`config.mk`:
```
export PLATFORM = sky130hd
export DESIGN_NAME = display_hex_mux_flat
export DESIGN_NICKNAME = d
export VERILOG_FILES = /design/src/rtl/display_hex_mux_pkg.sv /design/src/rtl/display_hex_mux_if.sv /design/src/rtl/display_hex_mux_dec.sv /design/src/rtl/display_hex_mux.sv /design/src/flat_wrapper.sv
export SDC_FILE = /design/constraint.sdc
export NUM_CORES = 1
export LEC_CHECK = 0
export ABC_CLOCK_PERIOD_IN_PS = 3300
export CAP_MARGIN = 10
export CORE_UTILIZATION = 54
export CTS_BUF_LIST = sky130_fd_sc_hd__clkbuf_8 sky130_fd_sc_hd__clkbuf_16
export DETAILED_ROUTE_END_ITERATION = 6
export PLACE_DENSITY = 0.81
export SYNTH_ARGS = -nofsm -noshare
export SYNTH_HDL_FRONTEND = slang
export SYNTH_SLANG_ARGS = --single-unit
```
`constraint.sdc`:
```
create_clock -name clk -period 3.3 [get_ports clk]
set_clock_uncertainty 0.2 [all_clocks]
set_input_delay 0.66 -clock clk [delete_from_list [all_inputs] [get_ports clk]]
set_output_delay 0.66 -clock clk [all_outputs]
set_load 0.1 [all_outputs]
```
`src/rtl/display_hex_mux_pkg.sv`:
```
// Shared segment type, blank pattern and hex-to-segment decode for the display driver.
package display_pkg;

    typedef logic [6:0] seg_t;

    localparam seg_t SEG_OFF = 7'b1111111;

    // Segment order a..g with a in bit 6; a 0 lights the segment.
    function automatic seg_t hex_to_seg(input logic [3:0] nib);
        seg_t seg;
        case (nib)
            4'h0: seg = 7'b0000001;
            4'h1: seg = 7'b1001111;
            4'h2: seg = 7'b0010010;
            4'h3: seg = 7'b0000110;
            4'h4: seg = 7'b1001100;
            4'h5: seg = 7'b0100100;
            4'h6: seg = 7'b0100000;
            4'h7: seg = 7'b0001111;
            4'h8: seg = 7'b0000000;
            4'h9: seg = 7'b0000100;
            4'hA: seg = 7'b0001000;
            4'hB: seg = 7'b1100000;
            4'hC: seg = 7'b0110001;
            4'hD: seg = 7'b1000010;
            4'hE: seg = 7'b0110000;
            default: seg = 7'b0111000;
        endcase
        return seg;
    endfunction

endpackage

```
`src/rtl/display_hex_mux_if.sv`:
```
// Bundle between user logic (value/load/digit_en) and the display pins (seven/anodo/frame_done).
interface display_hex_mux_if #(
    parameter int N_DIGITS = 4
);
    import display_pkg::*;

    // load is a single-cycle strobe with no back-pressure: value is captured on every
    // clock edge where load=1, the last one before a frame start wins.
    logic [4*N_DIGITS-1:0] value;
    logic                  load;
    logic [N_DIGITS-1:0]   digit_en;
    seg_t                  seven;
    logic [N_DIGITS-1:0]   anodo;
    logic                  frame_done;

    modport master (
        output value, load, digit_en,
        input  seven, anodo, frame_done
    );

    modport slave (
        input  value, load, digit_en,
        output seven, anodo, frame_done
    );

endinterface

```
`src/rtl/display_hex_mux_dec.sv`:
```
// Combinational nibble to active-low 7-segment pattern.
module display_hex_dec
    import display_pkg::*;
(
    input  logic [3:0] nib_i,
    output seg_t       seg_o
);

    always_comb begin
        seg_o = hex_to_seg(nib_i);
    end

endmodule

```
`src/rtl/display_hex_mux.sv`:
```
// Time-multiplexed N-digit hex driver for common-anode displays, tear-free frame updates.
// Optional leading-zero blanking when DISPLAY_LZB_EN is defined.
module display_hex_mux
    import display_pkg::*;
#(
    parameter int N_DIGITS     = 4,
    parameter int SCAN_DIV     = 27000,
    parameter int BLANK_CYCLES = 16
) (
    input  logic            clk,
    input  logic            rst_n,
    display_hex_mux_if.slave bus
);

    localparam int CNT_W = $clog2(SCAN_DIV);
    localparam int IDX_W = (N_DIGITS > 1) ? $clog2(N_DIGITS) : 1;
    localparam int VAL_W = 4 * N_DIGITS;

    localparam logic [CNT_W-1:0] CNT_LAST  = CNT_W'(SCAN_DIV - 1);
    localparam logic [CNT_W-1:0] CNT_BLANK = CNT_W'(BLANK_CYCLES);
    localparam logic [IDX_W-1:0] IDX_LAST  = IDX_W'(N_DIGITS - 1);

    logic [CNT_W-1:0]    cnt_q, cnt_d;
    logic [IDX_W-1:0]    idx_q, idx_d;
    logic [VAL_W-1:0]    pend_q, pend_d;
    logic [VAL_W-1:0]    disp_q, disp_d;
    seg_t                seven_q, seven_d;
    logic [N_DIGITS-1:0] anodo_q, anodo_d;
    logic                fd_q, fd_d;

    logic                cnt_wrap;
    logic                frame_wrap;
    logic [3:0]          nib;
    logic                en_cur;
    logic                lz_cur;
    logic                lit;
    logic [N_DIGITS-1:0] lz_mask;
    seg_t                seg_dec;

    always_comb begin
        cnt_wrap   = (cnt_q == CNT_LAST);
        frame_wrap = cnt_wrap && (idx_q == IDX_LAST);

        cnt_d = cnt_wrap ? '0 : cnt_q + CNT_W'(1);
        idx_d = idx_q;
        if (cnt_wrap) begin
            idx_d = (idx_q == IDX_LAST) ? '0 : idx_q + IDX_W'(1);
        end

        pend_d = bus.load ? bus.value : pend_q;
        // disp only changes at frame start, so a frame never mixes two values.
        disp_d = frame_wrap ? pend_q : disp_q;
        fd_d   = frame_wrap;
    end

`ifdef DISPLAY_LZB_EN
    // A digit is leading-zero if it and every digit above it are zero; digit 0 always shows.
    always_comb begin
        logic upper_zero;
        upper_zero = 1'b1;
        lz_mask    = '0;
        for (int k = N_DIGITS - 1; k >= 0; k--) begin
            upper_zero = upper_zero && (disp_q[4*k +: 4] == 4'h0);
            lz_mask[k] = upper_zero && (k != 0);
        end
    end
`else
    always_comb begin
        lz_mask = '0;
    end
`endif

    always_comb begin
        nib    = '0;
        en_cur = 1'b0;
        lz_cur = 1'b0;
        for (int k = 0; k < N_DIGITS; k++) begin
            if (idx_q == IDX_W'(k)) begin
                nib    = disp_q[4*k +: 4];
                en_cur = bus.digit_en[k];
                lz_cur = lz_mask[k];
            end
        end
    end

    display_hex_dec u_dec (
        .nib_i (nib),
        .seg_o (seg_dec)
    );

    // The first BLANK_CYCLES of each slot keep all anodes off to hide ghosting.
    always_comb begin
        lit     = (cnt_q >= CNT_BLANK) && en_cur && !lz_cur;
        seven_d = lit ? seg_dec : SEG_OFF;
        anodo_d = lit ? ~(N_DIGITS'(1) << idx_q) : '1;
    end

    always_ff @(posedge clk) begin
        if (!rst_n) begin
            cnt_q   <= '0;
            idx_q   <= '0;
            pend_q  <= '0;
            disp_q  <= '0;
            seven_q <= SEG_OFF;
            anodo_q <= '1;
            fd_q    <= 1'b0;
        end else begin
            cnt_q   <= cnt_d;
            idx_q   <= idx_d;
            pend_q  <= pend_d;
            disp_q  <= disp_d;
            seven_q <= seven_d;
            anodo_q <= anodo_d;
            fd_q    <= fd_d;
        end
    end

    assign bus.seven      = seven_q;
    assign bus.anodo      = anodo_q;
    assign bus.frame_done = fd_q;

endmodule

```
`src/flat_wrapper.sv`:
```
// flat-port wrapper written by rule: the top's interface ports become plain ports
module display_hex_mux_flat import display_pkg::*;
#(
    parameter int N_DIGITS     = 4,
    parameter int SCAN_DIV     = 27000,
    parameter int BLANK_CYCLES = 16
)
  (clk, rst_n, bus_value, bus_load, bus_digit_en, bus_seven, bus_anodo, bus_frame_done);
  display_hex_mux_if #(.N_DIGITS(N_DIGITS)) bus_i ();
  input  logic clk;
  input  logic rst_n;
  input wire logic [$bits(bus_i.value)-1:0] bus_value;
  input wire logic [$bits(bus_i.load)-1:0] bus_load;
  input wire logic [$bits(bus_i.digit_en)-1:0] bus_digit_en;
  output wire logic [$bits(bus_i.seven)-1:0] bus_seven;
  output wire logic [$bits(bus_i.anodo)-1:0] bus_anodo;
  output wire logic [$bits(bus_i.frame_done)-1:0] bus_frame_done;
  assign bus_i.value = bus_value;
  assign bus_i.load = bus_load;
  assign bus_i.digit_en = bus_digit_en;
  assign bus_seven = bus_i.seven;
  assign bus_anodo = bus_i.anodo;
  assign bus_frame_done = bus_i.frame_done;
  display_hex_mux #(.N_DIGITS(N_DIGITS), .SCAN_DIV(SCAN_DIV), .BLANK_CYCLES(BLANK_CYCLES)) u_core (.clk(clk), .rst_n(rst_n), .bus(bus_i));
endmodule
```
==> summary.txt, run 1 <==
H-tree depth: 3
Initial antenna violation count: 0
Worst EP arrival: 2.57 ns
Comb pwr share: 0.049
Switch Pwr: 0.0002987 W
Num CTS Buffers: 9
Fraction of registers with async set/reset: 0
Die width: 72.25 um
# DRC: 0
I/O Buffers: 34
Grt total ovfl: 0
Post-DRT Antenna Nets: 0
Setup Buffers After CTS: 0
Die area: 5220 um^2
Cells after Synth: 259
Yosys cell types: 46
1st-pass router iterations: 4
Fmax: 393.9 MHz
Post-CTS resize count: 0
Clk_lat worst skew: 0.33 ns
Max-Cap Viols: 0
Commonest non-fill, non-tap cell in the layout: dfxtp_1
Flop pwr share: 0.538
Core area: 4723 um^2
Clock-pin slew on the worst setup and hold paths: 0.06 ns
Setup TNS: 0 ns
Synthesized area: 2665 um^2
Int Pwr: 0.001117 W
CTS Hold Bufs: 0
Area growth from synthesis to layout: 19.81%
Via count: 1950
Clock share of power: 0.413
Max IR drop VDD: 0.0002846 V
Leakage Power: 1.278 nW
Critical path's slowest cell: dfxtp_1
I/O pins: 35
Syn_nets: 294
Post-synth EDFFs: 0
Largest net degree at the start of global routing: 21
DR vias/cell: 5.299
Outcome: complete, no violations
Setup repair after global routing missed its margin: no
Most frequent cells in the layout: 61 x dfxtp_1, 22 x clkdlybuf4s50_1, 19 x mux2i_1, 19 x nor2b_1
Crit share post-route: 0.7693
Worst setup SP type: register
Share of layout cells above drive strength 1: 0.1296
Num rows: 25
Synth warn: 0
Mean Syn Cell Area: 10.29 um^2
Worst-margin pin slew: 0.6659 ns
Pwr/cell area: 443.4 nW/um^2
Die H: 72.25 um
DRT iter0 DRCs: 110
Placed Area: 3015 um^2
Final setup viols: 0
First-pass GRT wire length: 8535 um
DPL Wire Length: 3533 um
Sinks on the clock net: 61
WS Path Type: register to register
Initial Utilization: 0.5642
Max_slew headroom: 0.5556
Sequential fraction of the synthesis area: 0.4582
Vias in the first global route: 1982
Total track usage: 0.2133
Min Tclk post-route: 2.539 ns
Worst-case clock buffer depth: 2
Switching part of the total: 0.2110
Gpl congestion: 0.8605
Predominant post-synthesis flop cell: dfxtp_1
Endpoint class of the critical path: register
CP Max Fanout: 9
Critical Path RT: 3.34 ns
CTS tree: built
Register bit total from synthesis: 61
Critical Path, Cell by Cell: inv_1, ha_1, nor2b_4, a22oi_1, a221oi_1, buf_4, inv_1, ha_1, nor2_1, a211o_1, o311ai_1
Top-area cell type share of the netlist area: 0.4582
DR WL/cell: 13.42 um
Hold Vio Cnt, Final: 0
CTS root buf: clkbuf_8
Top cells by area, synth: dfxtp_1 46%, mux2i_1 7.1%, ha_1 5.6%, a22o_1 5.6%, nor2b_1 4.5%
CP peak stage delay: 0.39 ns
Total routed wirelength: 4938 um
Min-delay worst type: register to register
ANT cells: 0
Final #Nets: 332
Fin. max-slew vios: 0
Final instance area: 3193 um^2
Cell taking the most area after synthesis: dfxtp_1
==> cell usage after synthesis, types with 3 or more instances <==
cell type,n
a21oi_1,7
a22o_1,17
a22oi_1,3
and2_1,3
and3_1,4
clkbuf_1,5
dfxtp_1,61
ha_1,12
inv_1,11
mux2i_1,19
nand2_1,15
nand3_1,8
nand3b_1,3
nand4_1,3
nor2_1,17
nor2b_1,19
nor3b_1,3
o221ai_1,4
xnor2_1,5
xor2_1,9
==> flip-flops by register name (all words and copies together) (netlist names) <==
signal,cells
u_core.pend_q,16
u_core.bus.seven,7
u_core.bus.anodo,4
u_core.disp_q,16
u_core.cnt_q,15
u_core.bus.frame_done,1
u_core.idx_q,2
==> kinds of logic (layout without fill, tap and decap cells) <==
| family | count (synthesis) | count (layout) | share of synthesized area |
|---|---|---|---|
| adder cells (fa/ha/maj) | 12 | 12 | 0.05634 |
| buffers and inverters | 22 | 64 | 0.04319 |
| XOR/XNOR | 14 | 14 | 0.04601 |
| AO/OA/AOI/OAI | 42 | 42 | 0.1315 |
| AND/OR/NAND/NOR | 89 | 89 | 0.1934 |
| multiplexers | 19 | 19 | 0.07136 |
| flip-flops | 61 | 61 | 0.4582 |
==> stage by stage <==
| stage | utilization | worst slack, ns | cells | total power, W | hold slack (ns) |
|---|---|---|---|---|---|
| 2_1_floorplan | - | 0.7979 | 259 | 0.0008133 | 0.2408 |
| 3_3_place_gp | 0.6384 | 0.8865 | 353 | 0.0008463 | 0.2466 |
| 3_5_place_dp | 0.6384 | 0.8051 | 353 | 0.0008478 | 0.2522 |
| 4_1_cts | 0.6760 | 0.7600 | 368 | 0.001427 | 0.2662 |
| 5_1_grt | 0.6760 | 0.5444 | 368 | 0.001472 | 0.2787 |
| 6_report | 0.6760 | 0.7612 | 368 | 0.001416 | 0.2677 |
==> per-layer routing <==
metal  GRT usage  vias up  wire length (um)
met1      0.2581      913              2313
met4     0.08932        0               114
met5           0        -                 0
met2      0.3448       40              2294
li1            -      984                 -
met3     0.07500       13               216
==> worst max-delay path: cells and delay by family (launching register included) <==
kind / cells / cell delay (ns)
and+or+nand+nor: 2 / 0.21
DFF: 1 / 0.39
AOI/OAI and AO/OA: 4 / 0.67
adders and majority gates: 2 / 0.61
buffers and inverters: 3 / 0.38
==> final cells by class <==
type / count / area, um^2
clock buffers: 12 / 165.2
clock inverters: 3 / 12.51
fillers: 385 / 1530
inverters: 11 / 41.29
multi-input cells: 176 / 1329
flip-flops and latches: 61 / 1221
well taps: 67 / 83.83
repair buffers: 38 / 340.3
==> worst paths after layout <==
| path | cells after the start | end | from | slack (ns) |
|---|---|---|---|---|
| worst max register to register | 11 | u_core.bus.seven[5]$_SDFF_PN1_ | u_core.idx_q[1]$_SDFFE_PN0P_ | 0.76 |
| worst min-delay path | 1 | u_core.disp_q[14]$_SDFFE_PN0P_ | u_core.pend_q[14]$_SDFFE_PN0P_ | 0.27 |
| worst min register to register | 1 | u_core.disp_q[14]$_SDFFE_PN0P_ | u_core.pend_q[14]$_SDFFE_PN0P_ | 0.27 |
| worst max-delay path | 11 | u_core.bus.seven[5]$_SDFF_PN1_ | u_core.idx_q[1]$_SDFFE_PN0P_ | 0.76 |
==> power by group through the flow <==
stage                     clock, W  sequential [W]  combinational (W)
after floorplan                  0        0.000774          0.0000389
after global placement           0        0.000777          0.0000691
after detailed placement         0        0.000778          0.0000702
after CTS                 0.000595        0.000761          0.0000708
after global routing      0.000632        0.000762          0.0000773
final                     0.000585        0.000762          0.0000695
Power figures use the tool's default switching activity.
==> inputs of run 2 (changes only) <==
--- a/config.mk
+++ b/config.mk
@@ -5,7 +5,7 @@
 export SDC_FILE = /design/constraint.sdc
 export NUM_CORES = 1
 export LEC_CHECK = 0
-export ABC_CLOCK_PERIOD_IN_PS = 3300
+export ABC_CLOCK_PERIOD_IN_PS = 2500
 export CAP_MARGIN = 10
 export CORE_UTILIZATION = 54
 export CTS_BUF_LIST = sky130_fd_sc_hd__clkbuf_8 sky130_fd_sc_hd__clkbuf_16
==> constraint.sdc (replaced) <==
create_clock -name clk -period 2.5 [get_ports clk]
set_clock_uncertainty 0.2 [all_clocks]
set_input_delay 0.5 -clock clk [delete_from_list [all_inputs] [get_ports clk]]
set_output_delay 0.5 -clock clk [all_outputs]
set_load 0.1 [all_outputs]
==> run 2 against run 1 <==
- first-iteration DRC count up 8.2%
- setup slack worse by 0.64 ns
- clock power up 26%
- sequential power up 31%
- utilization up 1.8 points
- critical endpoint is now u_core.bus.seven[6]$_SDFF_PN1_
- sequential cell count unchanged
- largest power group unchanged
==> summary.txt, run 2 (synthesis gave the netlist of run 1 again) <==
DPL Wire Length: 3601 um (was 3533 um)
Share of layout cells above drive strength 1: 0.1871 (was 0.1296)
Die width: 72.25 um (unchanged)
Largest net degree at the start of global routing: 17 (was 21)
Max_slew headroom: 0.6638 (was 0.5556)
CTS tree: built (unchanged)
CP peak stage delay: 0.37 ns (was 0.39 ns)
First-pass GRT wire length: 8556 um (was 8535 um)
Initial antenna violation count: 0 (unchanged)
Num rows: 25 (unchanged)
Die area: 5220 um^2 (unchanged)
Area growth from synthesis to layout: 23.05% (was 19.81%)
# DRC: 0 (unchanged)
CP Max Fanout: 4 (was 9)
WS Path Type: register to register (unchanged)
Die H: 72.25 um (unchanged)
Pwr/cell area: 560.9 nW/um^2 (was 443.4 nW/um^2)
Most frequent cells in the layout: 59 x dfxtp_1, 26 x buf_4, 22 x clkdlybuf4s50_1, 19 x mux2i_1, 19 x nor2b_1 (was 61 x dfxtp_1, 22 x clkdlybuf4s50_1, 19 x mux2i_1, 19 x nor2b_1)
Leakage Power: 1.317 nW (was 1.278 nW)
Via count: 1981 (was 1950)
Max IR drop VDD: 0.0004219 V (was 0.0002846 V)
Core area: 4723 um^2 (unchanged)
Critical path's slowest cell: dfxtp_2 (was dfxtp_1)
Sequential Area: 1224 um^2 (was 1221 um^2)
Fmax: 421.2 MHz (was 393.9 MHz)
Met3 Usage GRT: 0.05556 (was 0.07500)
Vias in the first global route: 1870 (was 1982)
Crit share post-route: 0.9497 (was 0.7693)
Flop2flop setup slack: 0.13 ns (was 0.76 ns)
Met1 GRT Util: 0.2736 (was 0.2581)
Final #Nets: 342 (was 332)
Worst setup SP type: register (unchanged)
Worst-case clock buffer depth: 2 (unchanged)
Num CTS Buffers: 9 (unchanged)
Clk_lat worst skew: 0.33 ns (about the same)
Layout Utilization: 0.6943 (was 0.6760)
Worst-margin pin slew: 0.5043 ns (was 0.6659 ns)
Clock-pin slew on the worst setup and hold paths: 0.06 ns (about the same)
Gpl congestion: 0.8144 (was 0.8605)
Bufs and invs on worst path: 2 (was 3)
Total routed wirelength: 5108 um (was 4938 um)
Multi-input logic area: 1350 um^2 (was 1329 um^2)
Min-delay worst type: register to register (unchanged)
Total track usage: 0.2178 (was 0.2133)
ANT cells: 0 (unchanged)
Met2 Use GR: 0.3437 (was 0.3448)
Fillers: 366 (was 385)
Largest registers: u_core.disp_q (16), u_core.pend_q (16), u_core.cnt_q (15) (unchanged)
Fin. max-slew vios: 0 (unchanged)
Hold Vio Cnt, Final: 0 (unchanged)
Total power: 0.001840 W (was 0.001416 W)
1st-pass router iterations: 4 (unchanged)
CTS root buf: clkbuf_8 (unchanged)
Outcome: complete, no violations (unchanged)
Commonest non-fill, non-tap cell in the layout: dfxtp_1 (unchanged)
Endpoint class of the critical path: register (unchanged)
DR WL/cell: 13.55 um (was 13.42 um)
DRT iter0 DRCs: 119 (was 110)
I/O pins: 35 (unchanged)
Post-DRT Antenna Nets: 0 (unchanged)
Initial Utilization: 0.5642 (unchanged)
Min Tclk post-route: 2.374 ns (was 2.539 ns)
Max-Cap Viols: 0 (unchanged)
DR vias/cell: 5.255 (was 5.299)
Critical Path RT: 2.52 ns (was 3.34 ns)
Critical Path, Cell by Cell: inv_1, ha_1, nor2b_4, a22oi_1, a221oi_2, buf_4, ha_1, or3_1, o21ai_0, o21ai_1 (was inv_1, ha_1, nor2b_4, a22oi_1, a221oi_1, buf_4, inv_1, ha_1, nor2_1, a211o_1, o311ai_1)
H-tree depth: 3 (unchanged)
Sinks on the clock net: 61 (unchanged)
CP dominant cell by count: ha_1
GR peak layer: met2 (unchanged)
I/O Buffers: 34 (unchanged)
Crit-path leading delay family: simple AND/OR/NAND/NOR gates (was compound AO/OA/AOI/OAI gates)
Grt total ovfl: 0 (unchanged)
Setup Buffers After CTS: 0 (unchanged)
Final setup viols: 0 (unchanged)
Worst EP arrival: 2.39 ns (was 2.57 ns)
run 2: through the flow:
step / hold slack [ns] / setup slack (ns) / std cells / instance area, um^2 / TNS [ns]
after CTS: 0.2652 / 0.07994 / 377 / 3262 / 0
after global placement: 0.2469 / 0.1746 / 363 / 3097 / 0
after global routing: 0.2791 / -0.01553 / 377 / 3279 / -0.01553
after detailed placement: 0.2539 / 0.09330 / 363 / 3097 / 0
final: 0.2580 / 0.1257 / 377 / 3279 / 0
after floorplan: 0.2408 / 0.1538 / 259 / 2671 / 0
run 2: area by class of cell:
| class | count | share of cell area |
|---|---|---|
| clock inverters | 3 | 0.004197 |
| inverters | 11 | 0.01259 |
| clock buffers | 11 | 0.04617 |
| multi-input cells | 176 | 0.4117 |
| flip-flops and latches | 61 | 0.3731 |
| repair buffers | 48 | 0.1267 |
| well taps | 67 | 0.02556 |
run 2: timing repair:
action,in CTS,in global routing
hold buffers,0,0
gates resized for setup,0,9
setup endpoints to repair,0,6
run 2: worst reg2reg max path: cells and delay by family (launching register included):
kind                       cells  cell delay (ns)
AOI/OAI and AO/OA              4             0.49
adders and majority gates      2             0.45
buffers and inverters          2             0.24
DFF                            1             0.37
and+or+nand+nor                2             0.51
run 2: report_power, final:
group	leakage [nW]	switching, W	internal (W)
combinational	0.728	0.0000378	0.0000592
sequential	0.497	0.0000124	0.000992
clock	0.0922	0.000343	0.000395
total	1.32	0.000394	0.00145
run 2: final timing paths:
path	startpoint	endpoint	cells past startpoint
max	u_core.idx_q[0]$_SDFFE_PN0P_	u_core.bus.seven[6]$_SDFF_PN1_	10
min	u_core.pend_q[8]$_SDFFE_PN0P_	u_core.disp_q[8]$_SDFFE_PN0P_	1
max reg2reg	u_core.idx_q[0]$_SDFFE_PN0P_	u_core.bus.seven[6]$_SDFF_PN1_	10
min reg2reg	u_core.pend_q[8]$_SDFFE_PN0P_	u_core.disp_q[8]$_SDFFE_PN0P_	1
run 2: metal layers:
metal	share of wire	wire length [um]
met1	0.48	2474
met3	0.031	158
met4	0.018	94
met2	0.47	2381
met5	0	0
==> inputs of run 3 (changes only) <==
--- a/config.mk
+++ b/config.mk
@@ -5,11 +5,11 @@
 export SDC_FILE = /design/constraint.sdc
 export NUM_CORES = 1
 export LEC_CHECK = 0
-export ABC_CLOCK_PERIOD_IN_PS = 2500
 export CAP_MARGIN = 10
 export CORE_UTILIZATION = 54
 export CTS_BUF_LIST = sky130_fd_sc_hd__clkbuf_8 sky130_fd_sc_hd__clkbuf_16
 export DETAILED_ROUTE_END_ITERATION = 6
+export GPL_TIMING_DRIVEN = 1
 export PLACE_DENSITY = 0.81
 export SYNTH_ARGS = -nofsm -noshare
 export SYNTH_HDL_FRONTEND = slang
==> results of run 3 <==
Same layout as run 2: the final DEF is identical, and so are final timing and power.
